**src/rtl/fft_frame_ctrl.sv**
```systemverilog
// rtl/fft_frame_ctrl.sv - collects sample frames, sequences the FFT core and captures its spectrum
// Optional dropped-frame counter output enabled by FFT_FRAME_CTRL_DROP_CNT_EN.
module fft_frame_ctrl #(
  parameter int WIDTH       = 12,
  parameter int N           = 16,
  parameter int CAPTURE_DLY = 3,
  parameter int TIMEOUT     = 15
) (
  input  logic             clk,
  input  logic             rst,
  input  logic             sample_valid,
  input  logic [WIDTH-1:0] sample_in,
  output logic             fft_rst,
  output logic             fft_start,
  input  logic             fft_done,
  output logic [WIDTH-1:0] time_samples [0:N-1],
  input  logic [WIDTH-1:0] freq_samples [0:N-1],
  output logic [WIDTH-1:0] spec_out [0:N-1],
  output logic             spec_valid,
  output logic             busy,
  output logic             overrun,
  output logic             timeout_err
`ifdef FFT_FRAME_CTRL_DROP_CNT_EN
  ,
  output logic [15:0]      drop_cnt
`endif
);

  localparam int IDX_W  = (N > 1) ? $clog2(N) : 1;
  localparam int WAIT_W = (TIMEOUT > 0) ? $clog2(TIMEOUT + 1) : 1;
  localparam int SET_W  = (CAPTURE_DLY > 1) ? $clog2(CAPTURE_DLY) : 1;

  typedef enum logic [2:0] {
    S_IDLE,
    S_FLUSH,
    S_START,
    S_WAIT,
    S_SETTLE,
    S_CAPTURE
  } state_t;

  state_t             state;
  state_t             state_nxt;
  logic [IDX_W-1:0]   wr_idx;
  logic [WAIT_W-1:0]  wait_cnt;
  logic [SET_W-1:0]   settle_cnt;
  logic [WIDTH-1:0]   collect [0:N-1];
  logic               wr_last;
  logic               frame_full;
  logic               dropping;
  logic               settle_last;
  logic               tout_hit;
  logic               capture_now;

  assign wr_last     = (wr_idx == IDX_W'(N - 1));
  assign frame_full  = sample_valid && !rst && wr_last;
  assign dropping    = frame_full && (state != S_IDLE);
  assign settle_last = (int'(settle_cnt) >= CAPTURE_DLY - 1);
  assign busy        = (state != S_IDLE);

  always_comb begin
    state_nxt   = state;
    fft_rst     = rst;
    fft_start   = 1'b0;
    tout_hit    = 1'b0;
    capture_now = 1'b0;
    case (state)
      S_IDLE: begin
        if (frame_full) state_nxt = S_FLUSH;
      end
      S_FLUSH: begin
        fft_rst   = 1'b1;
        state_nxt = S_START;
      end
      S_START: begin
        fft_start = !rst;
        state_nxt = S_WAIT;
      end
      S_WAIT: begin
        if (fft_done) begin
          state_nxt = S_SETTLE;
        end else if (wait_cnt == WAIT_W'(TIMEOUT)) begin
          tout_hit  = 1'b1;
          fft_rst   = 1'b1;
          state_nxt = S_IDLE;
        end
      end
      S_SETTLE: begin
        if (settle_last) begin
          capture_now = 1'b1;
          state_nxt   = S_CAPTURE;
        end
      end
      S_CAPTURE: begin
        state_nxt = S_IDLE;
      end
      default: begin
        state_nxt = S_IDLE;
      end
    endcase
  end

  // Collect buffer needs no reset: a partial frame is discarded by clearing wr_idx.
  always_ff @(posedge clk) begin
    if (!rst && sample_valid) collect[wr_idx] <= sample_in;
  end

  always_ff @(posedge clk) begin
    if (rst) begin
      state       <= S_IDLE;
      wr_idx      <= '0;
      wait_cnt    <= '0;
      settle_cnt  <= '0;
      spec_valid  <= 1'b0;
      overrun     <= 1'b0;
      timeout_err <= 1'b0;
      for (int i = 0; i < N; i++) begin
        time_samples[i] <= '0;
        spec_out[i]     <= '0;
      end
    end else begin
      state <= state_nxt;
      if (sample_valid) wr_idx <= wr_last ? '0 : wr_idx + IDX_W'(1);

      // The last sample bypasses the buffer so the hold copy is complete this cycle.
      if (frame_full && state == S_IDLE) begin
        for (int i = 0; i < N; i++) begin
          time_samples[i] <= (i == N - 1) ? sample_in : collect[i];
        end
      end
      if (dropping) overrun <= 1'b1;
      if (tout_hit) timeout_err <= 1'b1;

      wait_cnt   <= (state == S_WAIT && state_nxt == S_WAIT) ? wait_cnt + WAIT_W'(1) : '0;
      settle_cnt <= (state == S_SETTLE && state_nxt == S_SETTLE) ? settle_cnt + SET_W'(1) : '0;

      // Spectrum is latched on entry to CAPTURE so spec_out and spec_valid change together.
      spec_valid <= capture_now;
      if (capture_now) begin
        for (int i = 0; i < N; i++) spec_out[i] <= freq_samples[i];
      end
    end
  end

`ifdef FFT_FRAME_CTRL_DROP_CNT_EN
  always_ff @(posedge clk) begin
    if (rst) begin
      drop_cnt <= '0;
    end else if (dropping && drop_cnt != 16'hFFFF) begin
      drop_cnt <= drop_cnt + 16'd1;
    end
  end
`endif

endmodule

```
**config.mk**
```make
export PLATFORM = sky130hd
export DESIGN_NAME = fft_frame_ctrl
export DESIGN_NICKNAME = d
export VERILOG_FILES = /design/src/rtl/fft_frame_ctrl.sv
export SDC_FILE = /design/constraint.sdc
export NUM_CORES = 1
export LEC_CHECK = 0
export CORE_MARGIN = 1.5
export CORE_UTILIZATION = 30
export DETAILED_ROUTE_END_ITERATION = 16
export PLACE_DENSITY = 0.52
export SLEW_MARGIN = 20
export SYNTH_ARGS = -nofsm -noshare
export SYNTH_HDL_FRONTEND = slang
export SYNTH_SLANG_ARGS = --single-unit
```
**constraint.sdc**
```tcl
create_clock -name clk -period 6.7 [get_ports clk]
set_input_delay 2.01 -clock clk [delete_from_list [all_inputs] [get_ports clk]]
set_output_delay 2.01 -clock clk [all_outputs]
set_load 0.02 [all_outputs]
```
==> out/summary.txt <==
===========================================================================================
Average via count per standard cell                                                    4.91
Cell variety after synth                                                                 43
GR Layer Usage met3                                                                  0.0572
Clock tree sinks                                                                        580
Number of design-rule violations left by the first detailed-router iteration          1,069
Count of state elements after synthesis                                                 580
Most numerous cell on the critical path                                        sky130_fd_sc_hd__clkdlybuf4s50_1
Maximum number of pins on one net before global-route repair                            193
Commonest non-fill, non-tap cells in the layout                                sky130_fd_sc_hd__clkdlybuf4s50_1, sky130_fd_sc_hd__dfxtp_1, sky130_fd_sc_hd__nand3_1
DR DRC count                                                                              0
Fin. Hold Viols                                                                           0
Detail Placement HPWL                                                               47.8 mm
Net switching power of the design                                                   1590 uW
Max-Cap Viols                                                                             0
Slew @ Worst Pin                                                                    1.10 ns
Async S/R FF share, synth                                                                 0
Comb pwr share                                                                        0.033
Worst hold path startpoint                                                     settle_cnt[0]
Total number of nets in the final design                                              2,627
Final instance count without filler cells                                             3,408
Sort of element at the start of the critical path                                 input pin
Internal Pwr Total                                                                  5830 uW
Number of nets in the synthesized netlist                                             2,115
Cts-stage hold buffer count                                                               0
Post-synth design cell area                                                    21,400 sq um
Cell area after layout                                                         30,100 sq um
Final worst path period need                                                        5.69 ns
CORE AREA                                                                      70,300 sq um
Placed cell area                                                               28,000 sq um
Slew HR                                                                               0.268
Detail Route Antenna Nets                                                                 0
Cell Chain, Critical Path                                                      clkdlybuf4s50_1 -> o21ai_0 -> a31o_2 -> clkdlybuf4s50_1
First-pass GRT wire length                                                           110 mm
Via count of the first global-routing pass                                           16,600
Post-synth EDFFs                                                                        180
Total wire length after detailed routing                                            74.0 mm
Bufs on Longest Clock Path                                                                3
Detailed Routing Iterations Pass 1                                                        5
Synthesis-to-layout area growth                                                       40.9%
Share of the cycle needed by the critical path after routing                          0.849
Number of warnings issued by yosys                                                        0
Max Clk Rate                                                                        176 MHz
Met1 capacity usage during global routing                                             0.244
Static power due to leakage                                                       0.0102 uW
Ports placed on the boundary                                                            598
Power density over the cells                                                    246 nW/um^2
Number of buffer cells added on primary ports                                           597
Latest clock arrival within the worst-skew pair                                     0.59 ns
Total Routing Usage GR                                                                0.197
Initial standard-cell utilization of the core                                         0.304
Average routed wire per standard cell                                          21.7 microns
CP peak stage delay                                                                 0.62 ns
Switching share of power                                                              0.214
Row cnt                                                                                  97
Data required time of the worst path                                                4.69 ns
Post-synthesis instance total                                                         1,901
Die area                                                                       72,900 sq um
Max rail drop VDD                                                                  0.142 mV
Worst path arrival time                                                             3.68 ns
Post-CTS repair timing setup buffer count                                                 0
Synth Flop Type                                                                sky130_fd_sc_hd__dfxtp_1
Run status                                                                     complete, no violations
Setup TNS                                                                              0 ns
Type of the worst min-delay path                                               register to register
Worst Clk Skew                                                                    0.0205 ns
Htree depth                                                                               3
Ratio of cells with drive above 1 in the final layout                                 0.106
Cts bufs inserted                                                                        66
Setup slack after layout                                                            1.01 ns
Global-route track usage on met2                                                      0.326
Crit path max fanout                                                                      4
Path type of the worst setup path                                              input pin to output pin
Final-report max-slew violation count                                                     0
Unrepaired setup endpoints after global routing                                       false
Post_cts resized                                                                          0
Proportion of power drawn by the clock network                                        0.478
Antenna violations before repair                                                          9
Count of placed standard cells including taps                                         3,285
Setup violations, final                                                                   0
Worst-path clk slew                                                                 0.05 ns
Post-synthesis sequential area ratio                                                  0.627
Clock Tree Root                                                                sky130_fd_sc_hd__clkbuf_16
Slowest cell on the critical path                                              sky130_fd_sc_hd__clkdlybuf4s50_1
Critical Path End Type                                                           output pin
Height of the chip                                                              270 microns
Residual overflow from global routing                                                     0
Most common library cell in the layout ignoring fill and taps                  sky130_fd_sc_hd__clkdlybuf4s50_1
Weighted congestion at the end of routability-driven global placement                 0.849
TritonCTS clock tree                                                                  built
Startpoint of the most critical register-to-register path                         wr_idx[0]
Register share of total power                                                         0.489
Worst setup slack after placement                                                  0.962 ns
Average cell area after synthesis                                                11.2 sq um
Busiest layer in global routing                                                        met2
Die W                                                                           270 microns
Worst setup path startpoint                                                        fft_done
Detailed-route via count                                                             16,700
===========================================================================================
-- kinds of logic after synthesis --
| kind of cell | count (synthesis) | share of synthesized area |
|---|---|---|
| AO/OA/AOI/OAI | 460 | 0.120 |
| XOR/XNOR | 3 | 0.00123 |
| adder cells (fa/ha/maj) | 6 | 0.00351 |
| buffers and inverters | 215 | 0.0451 |
| flip-flops | 580 | 0.627 |
| multiplexers | 162 | 0.0919 |
| AND/OR/NAND/NOR | 475 | 0.111 |
-- registers in the layout, indices dropped and copies added, names as in the netlist --
name and cells:
timeout_err 1, wait_cnt 4, settle_cnt 2, collect 180
wr_idx 4, time_samples 192, overrun 1, state 3
spec_out 192, spec_valid 1
-- synth_stat cells (all sizes together), types with 4 or more instances --
| library cell | count | area share |
|---|---|---|
| nor2b | 95 | 0.028 |
| ha | 6 | 0.0035 |
| a31o | 33 | 0.014 |
| dfxtp | 400 | 0.37 |
| nand3 | 198 | 0.047 |
| mux2 | 94 | 0.060 |
| a311oi | 31 | 0.013 |
| nor3 | 4 | 0.0015 |
| inv | 39 | 0.0068 |
| buf | 59 | 0.018 |
| edfxtp | 180 | 0.25 |
| and2 | 6 | 0.0018 |
| clkbuf | 117 | 0.021 |
| o21ai | 194 | 0.045 |
| nand2 | 137 | 0.024 |
| and3 | 10 | 0.0032 |
| nor2 | 12 | 0.0021 |
| a21oi | 196 | 0.046 |
| mux2i | 68 | 0.032 |
-- critical path, delay by kind of cell --
| family | cells | cell delay, ns |
|---|---|---|
| buffers and inverters | 2 | 1.18 |
| AOI/OAI and AO/OA | 2 | 0.48 |
-- cell type report --
cell class | instances | area, sq um
fill | 6541 | 40200
sequential | 580 | 13400
multi-input combinational | 1106 | 7030
timing repair buffer | 620 | 6200
clock buffer | 97 | 1930
tap | 940 | 1180
clock inverter | 21 | 198
inverter | 39 | 151
antenna | 5 | 12.5
-- power by group through the flow --
stage               combinational [uW]  sequential, uW  clock (uW)
CTS                                246            3630        3660
global placement                   244            3710           0
detailed placement                 244            3710           0
finish                             242            3630        3550
global route                       258            3630        3790
floorplan                         58.8            3700           0
-- layer usage --
metal / routed length [microns] / share of wire
met1: 31000 / 0.42
met2: 35400 / 0.48
met3: 5370 / 0.073
met4: 2080 / 0.028
met5: 53 / 0.00072
-- path summary, 6_finish.rpt --
kind / end / slack, ns / cells after the start
worst max-delay path: fft_rst / 1.01 / 4
worst min-delay path: settle_cnt[0] / 0.43 / 1
worst min register to register: settle_cnt[0] / 0.43 / 1
worst max register to register: time_samples[31] / 3.32 / 4
-- stage by stage --
step                power [uW]   util  hold WS [ns]
floorplan                 3760      -         0.401
global placement          3950  0.398         0.407
detailed placement        3950  0.398         0.419
CTS                       7530  0.428         0.426
global route              7680  0.428         0.460
finish                    7420  0.429         0.434
No activity file was read; power rests on OpenSTA's default activity.
